[src/rtl/mem_stage_lsu_if.sv]
// Single-outstanding valid/ready data bus between the memory-stage LSU and the data memory.
interface mem_stage_lsu_if #(
  parameter int XLEN = 32
);
  logic                bus_req_valid;
  logic                bus_req_ready;
  logic [XLEN-1:0]     bus_addr;
  logic                bus_we;
  logic [XLEN-1:0]     bus_wdata;
  logic [XLEN/8-1:0]   bus_wstrb;
  logic                bus_resp_valid;
  logic [XLEN-1:0]     bus_rdata;

  modport master (
    output bus_req_valid, bus_addr, bus_we, bus_wdata, bus_wstrb,
    input  bus_req_ready, bus_resp_valid, bus_rdata
  );

  modport slave (
    input  bus_req_valid, bus_addr, bus_we, bus_wdata, bus_wstrb,
    output bus_req_ready, bus_resp_valid, bus_rdata
  );
endinterface

[src/rtl/mem_stage_lsu.sv]
// Memory-stage load/store unit: one bus transaction at a time, lane-aligned stores,
// sign/zero-extended loads, misalignment flagged instead of issued.
module mem_stage_lsu #(
  parameter int XLEN = 32
) (
  input  logic              clk,
  input  logic              reset,
  input  logic              req_valid,
  input  logic              mem_read,
  input  logic              mem_write,
  input  logic [2:0]        funct3,
  input  logic [XLEN-1:0]   addr,
  input  logic [XLEN-1:0]   wdata,
  input  logic              flush,
  mem_stage_lsu_if.master   bus,
  output logic              hold,
  output logic              done,
  output logic [XLEN-1:0]   load_data,
  output logic              load_misaligned,
  output logic              store_misaligned,
  output logic [XLEN-1:0]   fault_addr
);

  localparam int STRBW = XLEN / 8;
  localparam int OFFW  = $clog2(STRBW);

  localparam logic [1:0] S_IDLE = 2'd0;
  localparam logic [1:0] S_REQ  = 2'd1;
  localparam logic [1:0] S_WAIT = 2'd2;
  localparam logic [1:0] S_DONE = 2'd3;

  logic [1:0]        state_q,  state_d;
  logic [OFFW-1:0]   off_q,    off_d;
  logic [2:0]        f3_q,     f3_d;
  logic              we_q,     we_d;
  logic              kill_q,   kill_d;
  logic [XLEN-1:0]   baddr_q,  baddr_d;
  logic [XLEN-1:0]   bwdata_q, bwdata_d;
  logic [STRBW-1:0]  bstrb_q,  bstrb_d;
  logic [XLEN-1:0]   ld_q,     ld_d;

  logic [OFFW-1:0]   off;
  logic              is_req;
  logic              misal;
  logic              accept;

  // An access of 2^sz bytes needs its low sz offset bits clear.
  function automatic logic misaligned_f(input logic [1:0] sz, input logic [OFFW-1:0] o);
    logic [OFFW-1:0] m;
    m = '0;
    for (int i = 0; i < OFFW; i++) m[i] = (i < int'(sz));
    return |(o & m);
  endfunction

  function automatic logic [STRBW-1:0] strb_f(input logic [1:0] sz, input logic [OFFW-1:0] o);
    logic [STRBW-1:0] m;
    m = '0;
    for (int i = 0; i < STRBW; i++) m[i] = (i < (1 << int'(sz)));
    return m << o;
  endfunction

  function automatic logic [XLEN-1:0] ext_load_f(input logic [2:0] f3, input logic [XLEN-1:0] sh);
    logic [XLEN-1:0] res;
    logic            sgn;
    int              w;
    w   = 8 << int'(f3[1:0]);
    if (w > XLEN) w = XLEN;
    sgn = ~f3[2] & (f3[1:0] != 2'd3) & sh[w-1];
    res = '0;
    for (int i = 0; i < XLEN; i++) res[i] = (i < w) ? sh[i] : sgn;
    return res;
  endfunction

  assign off    = addr[OFFW-1:0];
  assign is_req = (state_q == S_IDLE) && req_valid && !flush;
  assign misal  = misaligned_f(funct3[1:0], off);
  assign accept = is_req && !misal;

  assign load_misaligned  = is_req && misal && mem_read;
  assign store_misaligned = is_req && misal && mem_write;
  assign fault_addr       = addr;

  assign hold = accept || (state_q == S_REQ) || (state_q == S_WAIT);
  // A flush landing in the DONE cycle itself must also squash the completion.
  assign done = (state_q == S_DONE) && !kill_q && !flush;

  assign bus.bus_req_valid = (state_q == S_REQ);
  assign bus.bus_addr      = baddr_q;
  assign bus.bus_we        = we_q;
  assign bus.bus_wdata     = bwdata_q;
  assign bus.bus_wstrb     = bstrb_q;
  assign load_data         = ld_q;

  always_comb begin
    state_d  = state_q;
    off_d    = off_q;
    f3_d     = f3_q;
    we_d     = we_q;
    kill_d   = kill_q;
    baddr_d  = baddr_q;
    bwdata_d = bwdata_q;
    bstrb_d  = bstrb_q;
    ld_d     = ld_q;
    case (state_q)
      S_IDLE: begin
        kill_d = 1'b0;
        if (accept) begin
          state_d  = S_REQ;
          off_d    = off;
          f3_d     = funct3;
          we_d     = mem_write;
          baddr_d  = {addr[XLEN-1:OFFW], {OFFW{1'b0}}};
          bwdata_d = wdata << {off, 3'b000};
          bstrb_d  = mem_write ? strb_f(funct3[1:0], off) : '0;
        end
      end
      S_REQ: begin
        if (flush) kill_d = 1'b1;
        if (bus.bus_req_ready) state_d = S_WAIT;
      end
      S_WAIT: begin
        if (flush) kill_d = 1'b1;
        if (bus.bus_resp_valid) begin
          state_d = S_DONE;
          ld_d    = we_q ? '0 : ext_load_f(f3_q, bus.bus_rdata >> {off_q, 3'b000});
        end
      end
      default: begin
        state_d = S_IDLE;
        kill_d  = 1'b0;
      end
    endcase
  end

  always_ff @(posedge clk) begin
    if (reset) begin
      state_q  <= S_IDLE;
      off_q    <= '0;
      f3_q     <= '0;
      we_q     <= 1'b0;
      kill_q   <= 1'b0;
      baddr_q  <= '0;
      bwdata_q <= '0;
      bstrb_q  <= '0;
      ld_q     <= '0;
    end else begin
      state_q  <= state_d;
      off_q    <= off_d;
      f3_q     <= f3_d;
      we_q     <= we_d;
      kill_q   <= kill_d;
      baddr_q  <= baddr_d;
      bwdata_q <= bwdata_d;
      bstrb_q  <= bstrb_d;
      ld_q     <= ld_d;
    end
  end

endmodule
[src/flat_wrapper.sv]
// flat-port wrapper written by rule: the top's interface ports become plain ports
module mem_stage_lsu_flat 
#(
  parameter int XLEN = 32
)
  (clk, reset, req_valid, mem_read, mem_write, funct3, addr, wdata, flush, hold, done, load_data, load_misaligned, store_misaligned, fault_addr, bus_bus_req_valid, bus_bus_addr, bus_bus_we, bus_bus_wdata, bus_bus_wstrb, bus_bus_req_ready, bus_bus_resp_valid, bus_bus_rdata);
  mem_stage_lsu_if #(.XLEN(XLEN)) bus_i ();
  input  logic clk;
  input  logic reset;
  input  logic req_valid;
  input  logic mem_read;
  input  logic mem_write;
  input  logic [2:0] funct3;
  input  logic [XLEN-1:0] addr;
  input  logic [XLEN-1:0] wdata;
  input  logic flush;
  output logic hold;
  output logic done;
  output logic [XLEN-1:0] load_data;
  output logic load_misaligned;
  output logic store_misaligned;
  output logic [XLEN-1:0] fault_addr;
  output wire logic [$bits(bus_i.bus_req_valid)-1:0] bus_bus_req_valid;
  output wire logic [$bits(bus_i.bus_addr)-1:0] bus_bus_addr;
  output wire logic [$bits(bus_i.bus_we)-1:0] bus_bus_we;
  output wire logic [$bits(bus_i.bus_wdata)-1:0] bus_bus_wdata;
  output wire logic [$bits(bus_i.bus_wstrb)-1:0] bus_bus_wstrb;
  input wire logic [$bits(bus_i.bus_req_ready)-1:0] bus_bus_req_ready;
  input wire logic [$bits(bus_i.bus_resp_valid)-1:0] bus_bus_resp_valid;
  input wire logic [$bits(bus_i.bus_rdata)-1:0] bus_bus_rdata;
  assign bus_bus_req_valid = bus_i.bus_req_valid;
  assign bus_bus_addr = bus_i.bus_addr;
  assign bus_bus_we = bus_i.bus_we;
  assign bus_bus_wdata = bus_i.bus_wdata;
  assign bus_bus_wstrb = bus_i.bus_wstrb;
  assign bus_i.bus_req_ready = bus_bus_req_ready;
  assign bus_i.bus_resp_valid = bus_bus_resp_valid;
  assign bus_i.bus_rdata = bus_bus_rdata;
  mem_stage_lsu #(.XLEN(XLEN)) u_core (.clk(clk), .reset(reset), .req_valid(req_valid), .mem_read(mem_read), .mem_write(mem_write), .funct3(funct3), .addr(addr), .wdata(wdata), .flush(flush), .bus(bus_i), .hold(hold), .done(done), .load_data(load_data), .load_misaligned(load_misaligned), .store_misaligned(store_misaligned), .fault_addr(fault_addr));
endmodule
[config.mk]
export PLATFORM = sky130hd
export DESIGN_NAME = mem_stage_lsu_flat
export DESIGN_NICKNAME = d
export VERILOG_FILES = /design/src/rtl/mem_stage_lsu_if.sv /design/src/rtl/mem_stage_lsu.sv /design/src/flat_wrapper.sv
export SDC_FILE = /design/constraint.sdc
export NUM_CORES = 1
export LEC_CHECK = 0
export BUFFER_PORTS_ARGS = -buffer_cell sky130_fd_sc_hd__buf_2
export CAP_MARGIN = 0
export CORE_AREA = 2 2 108 110
export DETAILED_ROUTE_END_ITERATION = 6
export DIE_AREA = 0 0 110 112
export PLACE_DENSITY = 0.79
export SLEW_MARGIN = 20
export SYNTH_ARGS = -nofsm -noshare
export SYNTH_HDL_FRONTEND = slang
export SYNTH_SLANG_ARGS = --single-unit
[constraint.sdc]
create_clock -name clk -period 3 [get_ports clk]
set_input_delay 0.15 -clock clk [delete_from_list [all_inputs] [get_ports clk]]
set_output_delay 0.15 -clock clk [all_outputs]
set_load 0.01 [all_outputs]
## After elaboration in Yosys (flattened, before gate mapping)

Cells that the tools add are included.

| word-level totals | value |
|---|---|
| word-level logic and storage cells | 131 |
| bits in writable memories | 0 |
| register bits | 107 |
| ROM bits | 0 |
| bits in latches | 0 |
| memories kept | 0 |

| cells by class | value |
|---|---|
| order comparisons | 40 |
| bitwise operators | 5 |
| multiplexer cells | 44 |
| $mul | 0 |
| shift-type cells | 5 |
| $add $sub $neg | 1 |
| divide/modulo/power cells | 0 |
| eq/ne operators | 7 |
| reduce and logical (&&, ||, !) cells | 20 |

Operators with widths:

| cell | count |
|---|---|
| $lt 6x32->1 const A | 16 |
| $lt 5x32->1 const A | 8 |
| $lt 3x32->1 const A | 4 |
| $lt 4x32->1 const A | 4 |
| $mux 32 | 4 |
| $lt 1x32->1 const A | 2 |
| $lt 2x32->1 const A | 2 |
| $mux 1 | 34 |
| $gt 32x7->1 const B | 1 |
| $lt 32x7->1 const B | 1 |
| $shl 1x2->32 const A | 1 |
| $shl 32x5->32 | 1 |
| $shl 4x2->32 const A | 1 |
| $shr 32x5->32 | 1 |
| $sub 32x2->32 const B | 1 |
| $logic_and 1x1->1 | 8 |
| $mux 2 | 3 |
| $pmux 2 s3 | 1 |
| $reduce_or 2->1 | 3 |
| $bmux 1 s5 | 1 |
| $eq 2x2->1 const B | 2 |
| $lt 1x2->1 const A | 2 |
| $mux 4 | 1 |
| $ne 2x1->1 const B | 2 |
| other kinds (11) | 18 |

## Longest topological paths before layout

| depth | value |
|---|---|
| word-level depth | 12 |
| depth in mapped cells | 11 |

## Least setup slack after synthesis

No wires, ideal clock.

| timing path | value |
|---|---|
| kind | register to register |
| from | register u_core.f3_q[1] |
| to | register u_core.ld_q[16] (netlist: u_core.load_data[16]) |
| data arrival time | 2239 ps |
| setup time | 122 ps |
| clock period less this slack | 2361 ps |
| cell stages (with the launch flop) | 12 |
| setup slack | 639 ps |
| path through | dfxtp_1 -> buf_2 -> nor2_1 -> clkbuf_1 -> inv_1 -> ha_1 -> a31oi_1 -> a2111oi_4 -> and3_1 -> buf_4 -> buf_6 -> a221o_1 |

| between the ends | value |
|---|---|
| cells in the longest elaborated chain, start to end | 12 |
| elaborated cells on any way between the ends | 15 |

RTL lines:

| what | line | RTL |
|---|---|---|
| from (decl) | mem_stage_lsu.sv:34 | `logic [2:0] f3_q, f3_d;` |
| from (signal assigned) | mem_stage_lsu.sv:139 | `f3_q <= '0;` |
| from (signal assigned) | mem_stage_lsu.sv:149 | `f3_q <= f3_d;` |
| $shl 4x2->32 | mem_stage_lsu.sv:66 | `w = 8 << int'(f3[1:0]);` |
| $gt 32x7->1 | mem_stage_lsu.sv:67 | `if (w > XLEN) w = XLEN;` |
| $mux 32 | mem_stage_lsu.sv:67 |  |
| $mux 32 | mem_stage_lsu.sv:123 | `if (bus.bus_resp_valid) begin` |
| $mux 32 | mem_stage_lsu.sv:104 | `case (state_q)` |
| $sub 32x2->32 | mem_stage_lsu.sv:68 | `sgn = ~f3[2] & (f3[1:0] != 2'd3) & sh[w-1];` |
| $bmux 1 s5 | mem_stage_lsu.sv:68 |  |
| $mux 1 (not written as such) (2 in series) | mem_stage_lsu.sv:68 |  |
| $and 1x1->1 | mem_stage_lsu.sv:68 |  |
| $mux 1 * | mem_stage_lsu.sv:70 | `for (int i = 0; i < XLEN; i++) res[i] = (i < w) ? sh[i] : sgn;` |
| $mux 32 * | mem_stage_lsu.sv:125 | `ld_d = we_q ? '0 : ext_load_f(f3_q, bus.bus_rdata >> {off_q, 3'b000});` |
| to (signal assigned) | mem_stage_lsu.sv:155 | `ld_q <= ld_d;` |
| to (decl) | mem_stage_lsu.sv:40 | `logic [XLEN-1:0] ld_q, ld_d;` |

Every way passes the cells marked *; elsewhere a longest branch is shown, timed or not. The select of a mux whose other input is x is not followed.
A chain may end at the register's enable or synchronous reset.

## Final worst setup path

| timing path | value |
|---|---|
| from | register u_core.f3_q[1] |
| to | register u_core.ld_q[18] (netlist: u_core.load_data[18]) |

Same word-level chain as after synthesis.

==> metrics.yaml <==
run_status:
  status: "complete, no violations"
worst_setup_path:
  r2r-start: "u_core.f3_q[1]"
  slowest_stage: "and3_1"
  critPathMaxStageDelay_ps: 590
  critPathRequiredTime_ps: 3300
  critPathTopFamily: "simple AND/OR/NAND/NOR gates"
  worstRegToRegCells: 8
  path_cells: "nor2_1, buf_4, inv_1, ha_1, a31oi_1, a2111oi_4, and3_1, a221o_1"
  arrival_ps: 2700
  crit_path_end: "u_core.load_data[18]"
  r2r-end: "u_core.load_data[18]"
  setup.worst_path.class: "flip-flop to flip-flop"
  endpoint_kind: "flip-flop"
  cp_max_fo: 16
  worst-path-stages: 8
  startpoint: "u_core.f3_q[1]"
  crit_path_start_kind: "flip-flop"
  r2r_slack_ps: 600
  cp_num_buf_inv: 2
die:
  io_pins: 245
  die-area_mm2: 0.0123
  die_x_um: 110
  core_area_mm2: 0.0112
  start_util: 0.455
  rows: 39
  die_height_um: 112
timing:
  finalHoldViolCount: 0
  fin_setup_tns_ps: 0
  relSlewSlack: 0.522
  worstMarginPinSlew_ps: 715
  rsz0062_at_grt: "false"
  finalMaxSlewViolations: 0
  period_share: 0.800
  fin_crit_ps: 2400
  max_freq_mhz: 417
  setup_viol: 0
  fin_worst_skew_ps: 9.67
min_path:
  hp-class: "primary input to flip-flop"
clock_network:
  postCtsSetupBuffers: 0
  cts_root_buffer: "clkbuf_16"
  h-tree-depth: 3
  cts_tree: "done"
  cts_buffers: 9
  clock_sinks: 107
  clk_latency_ps: 360
  cts.path.max_buffers: 2
  path_clk_slew_ps: 80
  holdBufCountCts: 0
  cts-resized-gates: 0
power:
  vdd_drop_max_v: 0.000427
  leakagePower_nw: 3.00
  power.density_mw_per_mm2: 555
routing:
  drcViolationCount: 0
  num_vias: 5007
  dr.pass1.iters: 4
  via_per_inst: 5.27
  wire_per_inst_um: 15.6
  totalWireLength_um: 14800
  antenna_left: 0
  dr.first_iter.drc_count: 364
synthesis:
  synth_edf_count: 0
  yosysMostFrequentCell: "dfxtp_1"
  synthArstFlopShare: 0
  synthMuxAreaShare: 0.0730
  synth_compound_area_frac: 0.212
  synth_top_family_by_area: "compound AO/OA/AOI/OAI gates"
  ys_types: 39
  ys_warn_count: 0
  ys_seq_area_frac: 0.421
  netlist.area_leader.share: 0.421
  synth.avg_cell_area_um2: 8.26
  netlist_area_mm2: 0.00509
  syn-instance-count: 616
  synth_xor_area_frac: 0
  ys_top_cells_by_count: "dfxtp_1, nand2_1, a21oi_1"
  synth_seq_cells: 107
  synth-simple-area-share: 0.185
  synth_top_flop_cell: "dfxtp_1"
  yosys.area.top_type: "dfxtp_1"
  synthAdderAreaFrac: 0.0123
  synth_area_leaders: "dfxtp_1, nand2_1, a21oi_1"
cells_and_area:
  area_growth_pct: 26.4
  fin_cells: 950
  fin_nets: 913
  drive_gt1_frac: 0.355
global_route:
  grt_pass1_wl_um: 23200
  grt-ovfl-total: 0
  antenna_found_initial: 1
  grt_max_degree: 66
  grt_pass1_vias: 4614
  track_usage: 0.239
placed_design:
  hpwl_um: 11100
  portBuffers: 242
  gp_congestion: 0.786
  placed_cells: 933
job:
  max_cap_violations: 0
[flip-flops by register name (all words and copies together), names as in the netlist]
name and count:
u_core.bus.bus_wdata 32, u_core.f3_q 3, u_core.bus.bus_we 1, u_core.bus.bus_addr 30
u_core.kill_q 1, u_core.load_data 32, u_core.bus.bus_wstrb 4, u_core.state_q 2
u_core.off_q 2
[worst min-delay path by stage]
| stage | depth (start not counted) | end | start |
|---|---|---|---|
| finish | 3 | u_core.bus.bus_addr[18] | addr[18] |
| global route | 3 | u_core.bus.bus_addr[19] | addr[19] |
| CTS | 3 | u_core.bus.bus_addr[21] | addr[21] |
| detailed placement | 3 | u_core.f3_q[2] | funct3[2] |
| global placement | 3 | u_core.f3_q[2] | funct3[2] |
| floorplan | 2 | u_core.f3_q[1] | funct3[1] |
[cell usage in the layout (no fill, tap or decap), types with 12 or more instances in the layout]
| cell type | Yosys | final |
|---|---|---|
| a21oi_1 | 74 | 74 |
| nor2b_1 | 19 | 19 |
| dfxtp_1 | 107 | 107 |
| nand3_1 | 12 | 12 |
| nor2_1 | 56 | 55 |
| mux2i_1 | 27 | 27 |
| buf_4 | 35 | 16 |
| a211oi_1 | 24 | 24 |
| nor3_1 | 20 | 20 |
| a221o_1 | 16 | 16 |
| nand2_1 | 101 | 101 |
| buf_2 | 5 | 241 |
[final cells by class]
cell class              instances  area (um^2)
clock inverters                 7         60.1
well taps                     143          179
fillers                      1044         4740
clock buffers                   9          225
repair buffers                257         1330
diodes                          1         2.50
multi-input cells             419         2470
inverters                       7         26.3
flip-flops and latches        107         2140
[where the power goes]
group	total [mW]	internal [mW]	switching, mW	leakage [nW]
combinational	0.827	0.345	0.482	1.99
clock	1.15	0.578	0.576	0.136
sequential	1.59	1.52	0.0666	0.866
[logic make-up (layout without fill, tap and decap cells)]
| group | Yosys count | in the layout |
|---|---|---|
| AND/OR/NAND/NOR | 219 | 219 |
| adder cells (fa/ha/maj) | 5 | 5 |
| flip-flops | 107 | 107 |
| AO/OA/AOI/OAI | 157 | 157 |
| other | 1 | 3 |
| multiplexers | 36 | 36 |
| buffers and inverters | 91 | 280 |
[metal layers]
metal | share of wire | global-route usage | vias to the layer above
li1 | - | - | 2494
met1 | 0.41 | 0.290 | 2288
met2 | 0.48 | 0.396 | 204
met3 | 0.091 | 0.0632 | 21
met4 | 0.023 | 0.103 | 0
met5 | 0 | 0 | -
[per-stage QoR]
stage | util | instance area (um^2) | hold slack [ps] | power, mW | setup WS [ps]
6_report | 0.576 | 6430 | 29.4 | 3.57 | 600
5_1_grt | 0.575 | 6430 | 27.8 | 3.76 | 401
4_1_cts | 0.575 | 6430 | 17.3 | 3.60 | 604
3_5_place_dp | 0.550 | 6140 | 403 | 2.45 | 624
3_3_place_gp | 0.550 | 6140 | 397 | 2.44 | 725
2_1_floorplan | - | 5090 | 286 | 2.15 | 639
[worst reg2reg max path: cells and delay by family (launching register included)]
kind            cells  cell delay (ps)
buf+inv             2              240
compound gates      3              710
flops               1              380
simple gates        2              710
fa+ha+maj           1              300
Power figures use the tool's default switching activity.
